--- src/rtl/ysyx_clint_pkg.sv ---
// Shared bus constants for the core-local timer: RTC register addresses,
// AXI response encodings and the read-address decode result.
package ysyx_clint_pkg;

    localparam logic [31:0] YSYX_BUS_RTC_ADDR    = 32'h0200_0048;
    localparam logic [31:0] YSYX_BUS_RTC_ADDR_UP = 32'h0200_004C;

    localparam int AXI_ID_W = 4;
    localparam int MTIME_W  = 64;

    typedef enum logic [1:0] {
        AXI_RESP_OKAY   = 2'b00,
        AXI_RESP_SLVERR = 2'b10
    } axiResp_e;

    typedef enum logic [1:0] {
        RTC_SEL_LO,
        RTC_SEL_HI,
        RTC_SEL_NONE
    } rtcSel_e;

endpackage

--- src/rtl/ysyx_clint_if.sv ---
// AXI4-style read/write channel bundle between the arbiter (master) and the
// CLINT timer slave.
interface ysyx_clint_if
    import ysyx_clint_pkg::*;
#(
    parameter int ADDR_W = 32,
    parameter int DATA_W = 32
);
    logic [1:0]          arburst;
    logic [2:0]          arsize;
    logic [7:0]          arlen;
    logic [AXI_ID_W-1:0] arid;
    logic [ADDR_W-1:0]   araddr;
    logic                arvalid;
    logic                arready_o;
    logic [AXI_ID_W-1:0] rid;
    logic                rlast_o;
    logic [DATA_W-1:0]   rdata_o;
    logic [1:0]          rresp_o;
    logic                rvalid_o;
    logic                rready;

    logic [1:0]          awburst;
    logic [2:0]          awsize;
    logic [7:0]          awlen;
    logic [AXI_ID_W-1:0] awid;
    logic [ADDR_W-1:0]   awaddr;
    logic                awvalid;
    logic                awready_o;
    logic                wlast;
    logic [DATA_W-1:0]   wdata;
    logic [DATA_W/8-1:0] wstrb;
    logic                wvalid;
    logic                wready_o;
    logic [AXI_ID_W-1:0] bid;
    logic [1:0]          bresp_o;
    logic                bvalid_o;
    logic                bready;

    modport slave (
        input  arburst, arsize, arlen, arid, araddr, arvalid, rready,
        input  awburst, awsize, awlen, awid, awaddr, awvalid,
        input  wlast, wdata, wstrb, wvalid, bready,
        output arready_o, rid, rlast_o, rdata_o, rresp_o, rvalid_o,
        output awready_o, wready_o, bid, bresp_o, bvalid_o
    );

    modport master (
        output arburst, arsize, arlen, arid, araddr, arvalid, rready,
        output awburst, awsize, awlen, awid, awaddr, awvalid,
        output wlast, wdata, wstrb, wvalid, bready,
        input  arready_o, rid, rlast_o, rdata_o, rresp_o, rvalid_o,
        input  awready_o, wready_o, bid, bresp_o, bvalid_o
    );

endinterface

--- src/rtl/ysyx_clint.sv ---
// Core-local timer: free-running 64-bit mtime readable as two 32-bit words;
// the write channel only exists to answer every write with SLVERR.
module ysyx_clint
    import ysyx_clint_pkg::*;
#(
    parameter int                  ADDR_W      = 32,
    parameter int                  DATA_W      = 32,
    parameter logic [ADDR_W-1:0]   RTC_ADDR    = ADDR_W'(YSYX_BUS_RTC_ADDR),
    parameter logic [ADDR_W-1:0]   RTC_ADDR_UP = ADDR_W'(YSYX_BUS_RTC_ADDR_UP),
    parameter logic [MTIME_W-1:0]  MTIME_RST   = '0
) (
    input  logic          clk,
    input  logic          rst,
    ysyx_clint_if.slave   bus
);

    logic [MTIME_W-1:0]  mtime_q;

    logic                rvalid_q, rvalid_d;
    logic [DATA_W-1:0]   rdata_q,  rdata_d;
    axiResp_e            rresp_q,  rresp_d;
    logic [AXI_ID_W-1:0] rid_q,    rid_d;

    logic                awSeen_q, awSeen_d;
    logic                wSeen_q,  wSeen_d;
    logic                bvalid_q, bvalid_d;
    axiResp_e            bresp_q,  bresp_d;
    logic [AXI_ID_W-1:0] bid_q,    bid_d;

    logic    arHs, awHs, wHs;
    rtcSel_e rdSel;

    always_ff @(posedge clk or posedge rst) begin
        if (rst) begin
            mtime_q <= MTIME_RST;
        end else begin
            mtime_q <= mtime_q + 1'b1;
        end
    end

    assign arHs = bus.arvalid & ~rvalid_q;
    assign awHs = bus.awvalid & ~awSeen_q & ~bvalid_q;
    assign wHs  = bus.wvalid  & ~wSeen_q  & ~bvalid_q;

    always_comb begin
        rdSel = RTC_SEL_NONE;
        if (bus.araddr == RTC_ADDR) begin
            rdSel = RTC_SEL_LO;
        end else if (bus.araddr == RTC_ADDR_UP) begin
            rdSel = RTC_SEL_HI;
        end
    end

    // A read samples mtime as it stands during the handshake cycle and the
    // response is frozen until the master takes it.
    always_comb begin
        rvalid_d = rvalid_q;
        rdata_d  = rdata_q;
        rresp_d  = rresp_q;
        rid_d    = rid_q;
        if (rvalid_q & bus.rready) begin
            rvalid_d = 1'b0;
        end
        if (arHs) begin
            rvalid_d = 1'b1;
            rid_d    = bus.arid;
            unique case (rdSel)
                RTC_SEL_LO: begin
                    rdata_d = DATA_W'(mtime_q[31:0]);
                    rresp_d = AXI_RESP_OKAY;
                end
                RTC_SEL_HI: begin
                    rdata_d = DATA_W'(mtime_q[63:32]);
                    rresp_d = AXI_RESP_OKAY;
                end
                default: begin
                    rdata_d = '0;
                    rresp_d = AXI_RESP_SLVERR;
                end
            endcase
        end
    end

    always_ff @(posedge clk or posedge rst) begin
        if (rst) begin
            rvalid_q <= 1'b0;
            rdata_q  <= '0;
            rresp_q  <= AXI_RESP_OKAY;
            rid_q    <= '0;
        end else begin
            rvalid_q <= rvalid_d;
            rdata_q  <= rdata_d;
            rresp_q  <= rresp_d;
            rid_q    <= rid_d;
        end
    end

    // AW and W may arrive in any order; the response is raised one edge after
    // both have been seen, and nothing more is accepted until it is taken.
    always_comb begin
        awSeen_d = awSeen_q | awHs;
        wSeen_d  = wSeen_q | wHs;
        bvalid_d = bvalid_q;
        bresp_d  = bresp_q;
        bid_d    = bid_q;
        if (awHs) begin
            bid_d = bus.awid;
        end
        if (awSeen_q & wSeen_q) begin
            awSeen_d = 1'b0;
            wSeen_d  = 1'b0;
            bvalid_d = 1'b1;
            bresp_d  = AXI_RESP_SLVERR;
        end
        if (bvalid_q & bus.bready) begin
            bvalid_d = 1'b0;
        end
    end

    always_ff @(posedge clk or posedge rst) begin
        if (rst) begin
            awSeen_q <= 1'b0;
            wSeen_q  <= 1'b0;
            bvalid_q <= 1'b0;
            bresp_q  <= AXI_RESP_OKAY;
            bid_q    <= '0;
        end else begin
            awSeen_q <= awSeen_d;
            wSeen_q  <= wSeen_d;
            bvalid_q <= bvalid_d;
            bresp_q  <= bresp_d;
            bid_q    <= bid_d;
        end
    end

    assign bus.arready_o = ~rvalid_q;
    assign bus.rvalid_o  = rvalid_q;
    assign bus.rlast_o   = rvalid_q;
    assign bus.rdata_o   = rdata_q;
    assign bus.rresp_o   = rresp_q;
    assign bus.rid       = rid_q;

    assign bus.awready_o = ~awSeen_q & ~bvalid_q;
    assign bus.wready_o  = ~wSeen_q & ~bvalid_q;
    assign bus.bvalid_o  = bvalid_q;
    assign bus.bresp_o   = bresp_q;
    assign bus.bid       = bid_q;

    logic unusedInputs;
    assign unusedInputs = ^{bus.arburst, bus.arsize, bus.arlen,
                            bus.awburst, bus.awsize, bus.awlen, bus.awaddr,
                            bus.wlast, bus.wdata, bus.wstrb};

endmodule

--- src/flat_wrapper.sv ---
// flat-port wrapper written by rule: the top's interface ports become plain ports
module ysyx_clint_flat import ysyx_clint_pkg::*;
#(
    parameter int                  ADDR_W      = 32,
    parameter int                  DATA_W      = 32,
    parameter logic [ADDR_W-1:0]   RTC_ADDR    = ADDR_W'(YSYX_BUS_RTC_ADDR),
    parameter logic [ADDR_W-1:0]   RTC_ADDR_UP = ADDR_W'(YSYX_BUS_RTC_ADDR_UP),
    parameter logic [MTIME_W-1:0]  MTIME_RST   = '0
)
  (clk, rst, bus_arburst, bus_arsize, bus_arlen, bus_arid, bus_araddr, bus_arvalid, bus_rready, bus_awburst, bus_awsize, bus_awlen, bus_awid, bus_awaddr, bus_awvalid, bus_wlast, bus_wdata, bus_wstrb, bus_wvalid, bus_bready, bus_arready_o, bus_rid, bus_rlast_o, bus_rdata_o, bus_rresp_o, bus_rvalid_o, bus_awready_o, bus_wready_o, bus_bid, bus_bresp_o, bus_bvalid_o);
  ysyx_clint_if #(.ADDR_W(ADDR_W), .DATA_W(DATA_W)) bus_i ();
  input  logic clk;
  input  logic rst;
  input wire logic [$bits(bus_i.arburst)-1:0] bus_arburst;
  input wire logic [$bits(bus_i.arsize)-1:0] bus_arsize;
  input wire logic [$bits(bus_i.arlen)-1:0] bus_arlen;
  input wire logic [$bits(bus_i.arid)-1:0] bus_arid;
  input wire logic [$bits(bus_i.araddr)-1:0] bus_araddr;
  input wire logic [$bits(bus_i.arvalid)-1:0] bus_arvalid;
  input wire logic [$bits(bus_i.rready)-1:0] bus_rready;
  input wire logic [$bits(bus_i.awburst)-1:0] bus_awburst;
  input wire logic [$bits(bus_i.awsize)-1:0] bus_awsize;
  input wire logic [$bits(bus_i.awlen)-1:0] bus_awlen;
  input wire logic [$bits(bus_i.awid)-1:0] bus_awid;
  input wire logic [$bits(bus_i.awaddr)-1:0] bus_awaddr;
  input wire logic [$bits(bus_i.awvalid)-1:0] bus_awvalid;
  input wire logic [$bits(bus_i.wlast)-1:0] bus_wlast;
  input wire logic [$bits(bus_i.wdata)-1:0] bus_wdata;
  input wire logic [$bits(bus_i.wstrb)-1:0] bus_wstrb;
  input wire logic [$bits(bus_i.wvalid)-1:0] bus_wvalid;
  input wire logic [$bits(bus_i.bready)-1:0] bus_bready;
  output wire logic [$bits(bus_i.arready_o)-1:0] bus_arready_o;
  output wire logic [$bits(bus_i.rid)-1:0] bus_rid;
  output wire logic [$bits(bus_i.rlast_o)-1:0] bus_rlast_o;
  output wire logic [$bits(bus_i.rdata_o)-1:0] bus_rdata_o;
  output wire logic [$bits(bus_i.rresp_o)-1:0] bus_rresp_o;
  output wire logic [$bits(bus_i.rvalid_o)-1:0] bus_rvalid_o;
  output wire logic [$bits(bus_i.awready_o)-1:0] bus_awready_o;
  output wire logic [$bits(bus_i.wready_o)-1:0] bus_wready_o;
  output wire logic [$bits(bus_i.bid)-1:0] bus_bid;
  output wire logic [$bits(bus_i.bresp_o)-1:0] bus_bresp_o;
  output wire logic [$bits(bus_i.bvalid_o)-1:0] bus_bvalid_o;
  assign bus_i.arburst = bus_arburst;
  assign bus_i.arsize = bus_arsize;
  assign bus_i.arlen = bus_arlen;
  assign bus_i.arid = bus_arid;
  assign bus_i.araddr = bus_araddr;
  assign bus_i.arvalid = bus_arvalid;
  assign bus_i.rready = bus_rready;
  assign bus_i.awburst = bus_awburst;
  assign bus_i.awsize = bus_awsize;
  assign bus_i.awlen = bus_awlen;
  assign bus_i.awid = bus_awid;
  assign bus_i.awaddr = bus_awaddr;
  assign bus_i.awvalid = bus_awvalid;
  assign bus_i.wlast = bus_wlast;
  assign bus_i.wdata = bus_wdata;
  assign bus_i.wstrb = bus_wstrb;
  assign bus_i.wvalid = bus_wvalid;
  assign bus_i.bready = bus_bready;
  assign bus_arready_o = bus_i.arready_o;
  assign bus_rid = bus_i.rid;
  assign bus_rlast_o = bus_i.rlast_o;
  assign bus_rdata_o = bus_i.rdata_o;
  assign bus_rresp_o = bus_i.rresp_o;
  assign bus_rvalid_o = bus_i.rvalid_o;
  assign bus_awready_o = bus_i.awready_o;
  assign bus_wready_o = bus_i.wready_o;
  assign bus_bid = bus_i.bid;
  assign bus_bresp_o = bus_i.bresp_o;
  assign bus_bvalid_o = bus_i.bvalid_o;
  ysyx_clint #(.ADDR_W(ADDR_W), .DATA_W(DATA_W), .RTC_ADDR(RTC_ADDR), .RTC_ADDR_UP(RTC_ADDR_UP), .MTIME_RST(MTIME_RST)) u_core (.clk(clk), .rst(rst), .bus(bus_i));
endmodule
--- config.mk ---
export PLATFORM = sky130hd
export DESIGN_NAME = ysyx_clint_flat
export DESIGN_NICKNAME = d
export VERILOG_FILES = /design/src/rtl/ysyx_clint_pkg.sv /design/src/rtl/ysyx_clint_if.sv /design/src/rtl/ysyx_clint.sv /design/src/flat_wrapper.sv
export SDC_FILE = /design/constraint.sdc
export NUM_CORES = 1
export LEC_CHECK = 0
export CAP_MARGIN = 20
export CORE_MARGIN = 3
export CORE_UTILIZATION = 44
export DETAILED_ROUTE_END_ITERATION = 7
export PLACE_DENSITY = 0.82
export SYNTH_ARGS = -nofsm -noshare
export SYNTH_HDL_FRONTEND = slang
export SYNTH_SLANG_ARGS = --single-unit
export TNS_END_PERCENT = 100
--- constraint.sdc ---
create_clock -name clk -period 4.65 [get_ports clk]
set_clock_uncertainty 0.15 [all_clocks]
set_input_delay 0.93 -clock clk [delete_from_list [all_inputs] [get_ports clk]]
set_output_delay 0.93 -clock clk [all_outputs]
set_load 0.01 [all_outputs]
==> results.md, run 1 <==
* WP data required at 4.76 ns
* Hpwl dp at 7810 um
* Crit path DAT at 2.94 ns
* Peak supply drop at ~0.27 mV
* Clock buffer count from CTS at 9
* Wirelength per Cell at 15.9 um
* Number of setup buffers added after CTS at 0
* Post-synth cell types at 31
* Setup TNS at 0 ns
* Antenna Cells at 0
* Commonest cells after routing, fill and taps aside: dfrtp_1, clkdlybuf4s50_1, nand2_1, o21ai_0, mux2i_1
* WL final at 11100 um
* Commonest non-fill, non-tap cell in the layout: dfrtp_1
* Total track usage at 18.0%
* Post-CTS resize count at 0
* Leak at ~2.8 nW
* GP Congestion at 0.788
* Clk sinks at 110
* Initial Util at 45.4%
* Avg Synthesized Cell Area at 10.9 um^2
* DIE AREA at 12600 um^2
* Remaining DRCs at 0
* Worst slew pin tran at 1.00 ns
* Clock transition at the registers of the reported paths at 0.07 ns
* Final-report hold violation count at 0
* Tcrit/Tclk final at 60.8%
* Rows at 38
* CTS tree: built
* Seq pwr share at 48.5%
* Largest net degree at the start of global routing at 70
* Worst Setup Start Kind: register
* Core Region at 10900 um^2
* Antenna Nets Post-Route at 0
* Cells after synthesis at 456
* Util after Layout at 58.3%
* Layout cell share with drive strength beyond 1 at 7.39%
* Max FO, Critical Path at 14
* IO Pins at 192
* IO Port Bufs at 94
* Switching share of total power at between 20% and 30%
* Post-synthesis sequential area ratio at a little under three fifths
* Final nets at slightly below 700
* Number of vias per cell at 5.30
* Post-CTS Hold Buffers at 0
* Int Power at ~1.6 mW
* Rel. slew slack at 33.2%
* PwrDens at approximately 330 nW/um^2
* RSZ-0062 raised after global routing: no
* Die W at 112 um
* Fillers at 867
* Synth warn at 0
* Die H at roughly 110 um
* MaxCap Viol Count at 0
* WS Path Type: reg2reg
* Comb power frac at 12.3%
* Area delta synth->final at 28.2%
* Clock share of power at 39.2%
* Max Clock Freq at 354 MHz
* DRT Pass-1 Iters at 4
* Netlist Area Pre-Place at 4970 um^2
* Sw power at 470 uW
* Status: finished, final reports clean
* DRC violation total after the first TritonRoute iteration at 182
* Synthesized flop and latch total at 110
* Via count at approximately 3700
* Clk buf depth at 2
* Initial antenna violation count at 0
* # setup viols final at 0
* Worst-skew pair later-pin latency at 0.34 ns
* H-tree Lvls at 3
* Grt total ovfl at 0
* Fin crit period at 2.83 ns
* Crit end category: register
* Clk root buf: clkbuf_16
* Slew Limit Fails at 0
* HP Class: reg2reg
* Global-route wire length before repair at 18400 um
* Vias in the first global route at around 3700
==> cells by family (layout without fill, tap and decap cells) <==
group,Yosys count,after routing,share of synthesized area [%]
buf+inv,33,131,2.74
mux,41,41,8.46
compound gates,36,36,3.73
other cells,1,2,0.0755
fa+ha+maj,1,1,0.252
flops,110,110,55.4
simple gates,172,172,18.4
xor+xnor,62,62,10.9
==> sequential cells by signal, indices dropped and copies added (netlist names) <==
register             cells
u_core.awSeen_q          1
u_core.bus.bid           4
u_core.bus.bresp_o       1
u_core.bus.bvalid_o      1
u_core.bus.rdata_o      32
u_core.bus.rid           4
u_core.bus.rlast_o       1
u_core.bus.rresp_o       1
u_core.mtime_q          64
u_core.wSeen_q           1
==> through the flow <==
step	setup slack, ns	std cells	instance area, um^2	hold slack [ns]	power [mW]
2_1_floorplan	0.668	457	4970	0.291	1.16
6_report	1.82	695	6370	0.323	2.11
5_1_grt	1.72	695	6370	0.340	2.18
3_3_place_gp	1.67	679	6050	0.307	1.29
3_5_place_dp	1.66	679	6050	0.310	1.30
4_1_cts	1.86	695	6370	0.330	2.12
==> layer usage <==
metal / share of wire [%] / wire [um] / track usage [%]
met1: 43 / 4780 / 23.0
met2: 50 / 5490 / 30.9
met3: 5.8 / 642 / 4.20
met4: 1.2 / 135 / 4.97
met5: 0 / 0 / 0
==> cells in the mapped netlist <==
master | instances | area, um^2
ha_1 | 1 | 12.5
mux2_2 | 8 | 90.1
conb_1 | 1 | 3.75
buf_4 | 3 | 22.5
nand4_1 | 19 | 119
mux2i_1 | 33 | 330
nor3_2 | 1 | 10.0
and3_1 | 2 | 12.5
xor2_1 | 30 | 263
nor4_1 | 7 | 43.8
nand3_1 | 24 | 120
nand4_4 | 1 | 21.3
inv_1 | 16 | 60.1
xnor2_1 | 32 | 280
nand2_1 | 57 | 214
nor3_1 | 16 | 80.1
nor4b_1 | 3 | 26.3
nor4_4 | 1 | 21.3
o21ai_0 | 34 | 170
a21o_1 | 1 | 7.51
and2_1 | 1 | 6.26
nor2_1 | 27 | 101
nand2b_1 | 1 | 6.26
or4b_2 | 1 | 10.0
dfrtp_1 | 110 | 2750
nor4_2 | 4 | 50.1
a21boi_0 | 1 | 7.51
and4_1 | 4 | 35.0
nand4_2 | 3 | 37.5
buf_2 | 1 | 5.00
clkbuf_1 | 13 | 48.8
==> final timing paths <==
path	from	endpoint	slack (ns)	depth (start not counted)
setup / recovery	u_core.mtime_q[0]$_DFF_PP0_	u_core.mtime_q[48]$_DFF_PP0_	1.82	6
hold / removal	u_core.bus.bresp_o[1]$_DFFE_PP0P_	u_core.bus.bresp_o[1]$_DFFE_PP0P_	0.32	1
setup reg to reg	u_core.mtime_q[0]$_DFF_PP0_	u_core.mtime_q[48]$_DFF_PP0_	1.82	6
hold reg to reg	u_core.bus.bresp_o[1]$_DFFE_PP0P_	u_core.bus.bresp_o[1]$_DFFE_PP0P_	0.32	1
max in group asynchronous	rst	u_core.mtime_q[53]$_DFF_PP0_	2.58	3
min in group asynchronous	rst	u_core.bus.rdata_o[2]$_DFFE_PP0P_	0.96	2
==> critical path, stage by stage (launching register included) <==
cell and delay (ns):
dfrtp_1 0.43, ha_1 0.24, and4_1 0.29, and3_1 0.61
nand4_1 0.44, nor3_1 0.38, xor2_1 0.20
==> final cells by class <==
class,instances,area [um^2],area share [%]
Inverter,16,62.6,0.982
Clock buffer,11,243,3.81
Multi-Input combinational cell,314,2080,32.7
Timing Repair Buffer,99,973,15.3
Clock inverter,5,81.3,1.28
Tap cell,140,175,2.75
Sequential cell,110,2750,43.2
==> power groups by stage <==
| stage | Clock, mW | Sequential (mW) | Combinational (mW) |
|---|---|---|---|
| floorplan | 0 | 1.05 | 0.104 |
| global placement | 0 | 1.04 | 0.257 |
| detailed placement | 0 | 1.04 | 0.262 |
| CTS | 0.840 | 1.02 | 0.264 |
| global route | 0.878 | 1.03 | 0.280 |
| finish | 0.825 | 1.02 | 0.259 |
Power figures use the tool's default switching activity.
==> inputs of run 2 (changes only) <==
--- a/config.mk
+++ b/config.mk
@@ -7,9 +7,9 @@
 export LEC_CHECK = 0
 export CAP_MARGIN = 20
 export CORE_MARGIN = 3
-export CORE_UTILIZATION = 44
+export CORE_UTILIZATION = 40
 export DETAILED_ROUTE_END_ITERATION = 7
-export PLACE_DENSITY = 0.82
+export PLACE_DENSITY = 0.79
 export SYNTH_ARGS = -nofsm -noshare
 export SYNTH_HDL_FRONTEND = slang
 export SYNTH_SLANG_ARGS = --single-unit
==> constraint.sdc (replaced) <==
create_clock -name clk -period 2.47 [get_ports clk]
set_clock_uncertainty 0.15 [all_clocks]
set_input_delay 0.494 -clock clk [delete_from_list [all_inputs] [get_ports clk]]
set_output_delay 0.494 -clock clk [all_outputs]
set_load 0.01 [all_outputs]
==> results.md, run 2 (same netlist as run 1, synthesis figures left out) <==
* WP data required at 2.59 ns (-2.17 ns)
* RR Startpoint: u_core.mtime_q[0]$_DFF_PP0_
* Placed cell areas at 6170 um^2 (+2.1%)
* Total track usage at 17.0% (-1.0 points)
* Util after Layout at 54.3% (-4.0 points)
* Hold path startpoint: u_core.mtime_q[63]$_DFF_PP0_
* # setup viols final at 0 (unchanged)
* Hold Path Depth at 1 (unchanged)
* IO Pins at 192 (unchanged)
* R2r endpoint: u_core.mtime_q[60]$_DFF_PP0_
* Rows at 40 (+5.3%)
* Worst-skew pair later-pin latency at 0.35 ns (about the same)
* Worst R2R Setup Slack at 0.18 ns (-1.65 ns)
* CTS tree: built
* Clk sinks at 110 (unchanged)
* GP Congestion at 0.804 (+2.0%)
* WL final at 11400 um (+3.3%)
* WHS Endpoint: u_core.mtime_q[63]$_DFF_PP0_
* MaxCap Viol Count at 0 (unchanged)
* Dpl ws at -0.185 ns (-1.85 ns)
* DRC violation total after the first TritonRoute iteration at 190 (+4.4%)
* PwrDens at 638 nW/um^2 (+93%)
* Antenna Nets Post-Route at 0 (unchanged)
* Setup TNS at 0 ns (unchanged)
* Area delta synth->final at 31.7%
* Max Clock Freq at 436 MHz (+23%)
* Slew Limit Fails at 0 (unchanged)
* Commonest cells after routing, fill and taps aside: dfrtp_1, clkdlybuf4s50_1, nand2_1, o21ai_0, mux2i_1
* Worst slew pin tran at 0.566 ns (-0.435 ns)
* Worst Setup Start Kind: register
* H-tree Lvls at 3 (unchanged)
* Antenna Cells at 0 (unchanged)
* WS Path Type: reg2reg
* Final-report hold violation count at 0 (unchanged)
* Post-CTS resize count at 0 (unchanged)
* Final nets at 700 (+1.0%)
* Grt total ovfl at 0 (unchanged)
* DIE AREA at 13800 um^2 (+9.5%)
* Crit end category: register
* Clk root buf: clkbuf_16
* WHS at 0.319 ns (-0.00379 ns)
* Max FO, Critical Path at 7 (-7)
* Largest net degree at the start of global routing at 111 (+59%)
* Status: finished, final reports clean
* Clock transition at the registers of the reported paths at 0.07 ns (about the same)
* Post-CTS Hold Buffers at 0 (unchanged)
* Worst-path cell chain: ha_1 > and4_1 > and3_1 > buf_4 > nand4_4 > nor4_1 > xor2_1
* Fin crit period at 2.29 ns (-0.534 ns)
* Crit path DAT at 2.41 ns (-0.53 ns)
* Initial Util at 41.2% (-4.2 points)
* Min setup slack post-route at 0.176 ns (-1.65 ns)
* Number of vias per cell at 5.08 (-4.2%)
* Number of setup buffers added after CTS at 0 (unchanged)
* Initial antenna violation count at 0 (unchanged)
* Die H at 117 um (+4.6%)
* Via count at 3706 (+0.62%)
* Leak at 2.89 nW (+2.5%)
* Delay-heaviest family, CP: simple AND/OR/NAND/NOR gates
* Global-route wire length before repair at 19400 um (+5.4%)
* DRT Pass-1 Iters at 4 (unchanged)
* Worst Path Buf+Inv at 1 (+1)
* Clk buf depth at 2 (unchanged)
* Biggest register: u_core.mtime_q
* Remaining DRCs at 0 (unchanged)
* Max stage delay cell, worst path: dfrtp_1
* Peak supply drop at 0.370 mV (+36%)
* Cells on worst reg2reg path at 7 (+1)
* Tcrit/Tclk final at 92.9% (+32 points)
* CP max stage delay at 0.41 ns (-0.20 ns)
* RSZ-0062 raised after global routing: no
* Clock buffer count from CTS at 9 (unchanged)
* Die W at 117 um (+4.6%)
* Core Region at 12100 um^2 (+10%)
* Vias in the first global route at 3811 (+2.5%)
* Max FFs per register at 64 (unchanged)
* Layout cell share with drive strength beyond 1 at 8.72% (+1.3 points)
* IO Port Bufs at 94 (unchanged)
* Commonest non-fill, non-tap cell in the layout: dfrtp_1
* Wirelength per Cell at 15.6 um (-1.7%)
* HP Class: reg2reg
* Fin area at 6550 um^2 (+2.7%)
* Hpwl dp at 7820 um (+0.15%)
* Rel. slew slack at 62.2% (+29 points)
==> run 2: changes by cell type in the layout (fill, tap and decap cells not counted) <==
cell / delta
inv_6: -1
buf_4: +4
bufinv_16: +2
clkinvlp_4: +1
buf_12: +3
clkbuf_1: -1
inv_4: -1
==> run 2: per-layer routing <==
layer  share of wire (%)  wire, um  global-route usage [%]  vias up
li1                    -         -                       -     1766
met4                 1.3       152                    4.91        0
met1                  46      5210                    22.2     1829
met5                   0         0                       0        -
met2                  47      5390                    27.8       97
met3                 5.8       666                    4.81       14
==> run 2: worst max-delay path by stage <==
| stage | startpoint | end | slack, ns | depth (start not counted) |
|---|---|---|---|---|
| floorplan | bus_araddr[4] | u_core.bus.rdata_o[0]$_DFFE_PP0P_ | 0.45 | 5 |
| global placement | bus_araddr[7] | u_core.bus.rresp_o[1]$_DFFE_PP0P_ | -0.12 | 6 |
| detailed placement | bus_araddr[7] | u_core.bus.rdata_o[10]$_DFFE_PP0P_ | -0.18 | 6 |
| CTS | bus_araddr[7] | u_core.bus.rdata_o[10]$_DFFE_PP0P_ | 0.18 | 6 |
| global route | u_core.mtime_q[0]$_DFF_PP0_ | u_core.mtime_q[62]$_DFF_PP0_ | 0.04 | 7 |
| finish | u_core.mtime_q[0]$_DFF_PP0_ | u_core.mtime_q[60]$_DFF_PP0_ | 0.18 | 7 |
==> run 2: final cells by class <==
| type | instances | area, um^2 |
|---|---|---|
| clock buffer | 10 | 239 |
| clock inverter | 6 | 133 |
| fill | 1016 | 5520 |
| inverter | 16 | 63.8 |
| multi-input combinational | 314 | 2080 |
| sequential | 110 | 2750 |
| tap | 168 | 210 |
| timing repair buffer | 106 | 1060 |
==> run 2: report_power, final <==
group	leakage, nW	total (mW)	internal [mW]	switching, mW
clock network	0.179	1.76	1.12	0.643
registers	1.49	1.92	1.87	0.0464
logic	1.22	0.493	0.288	0.205
==> run 2: worst register-to-register path, stage by stage (launching register included) <==
cell and delay, ns:
dfrtp_1 0.41, ha_1 0.23, and4_1 0.27, and3_1 0.28
buf_4 0.20, nand4_4 0.19, nor4_1 0.31, xor2_1 0.17
==> run 2: through the flow <==
step           instances  power, mW
6_report             730       4.18
5_1_grt              730       4.32
4_1_cts              730       4.21
3_5_place_dp         714       2.46
3_3_place_gp         714       2.44
2_1_floorplan        457       2.18
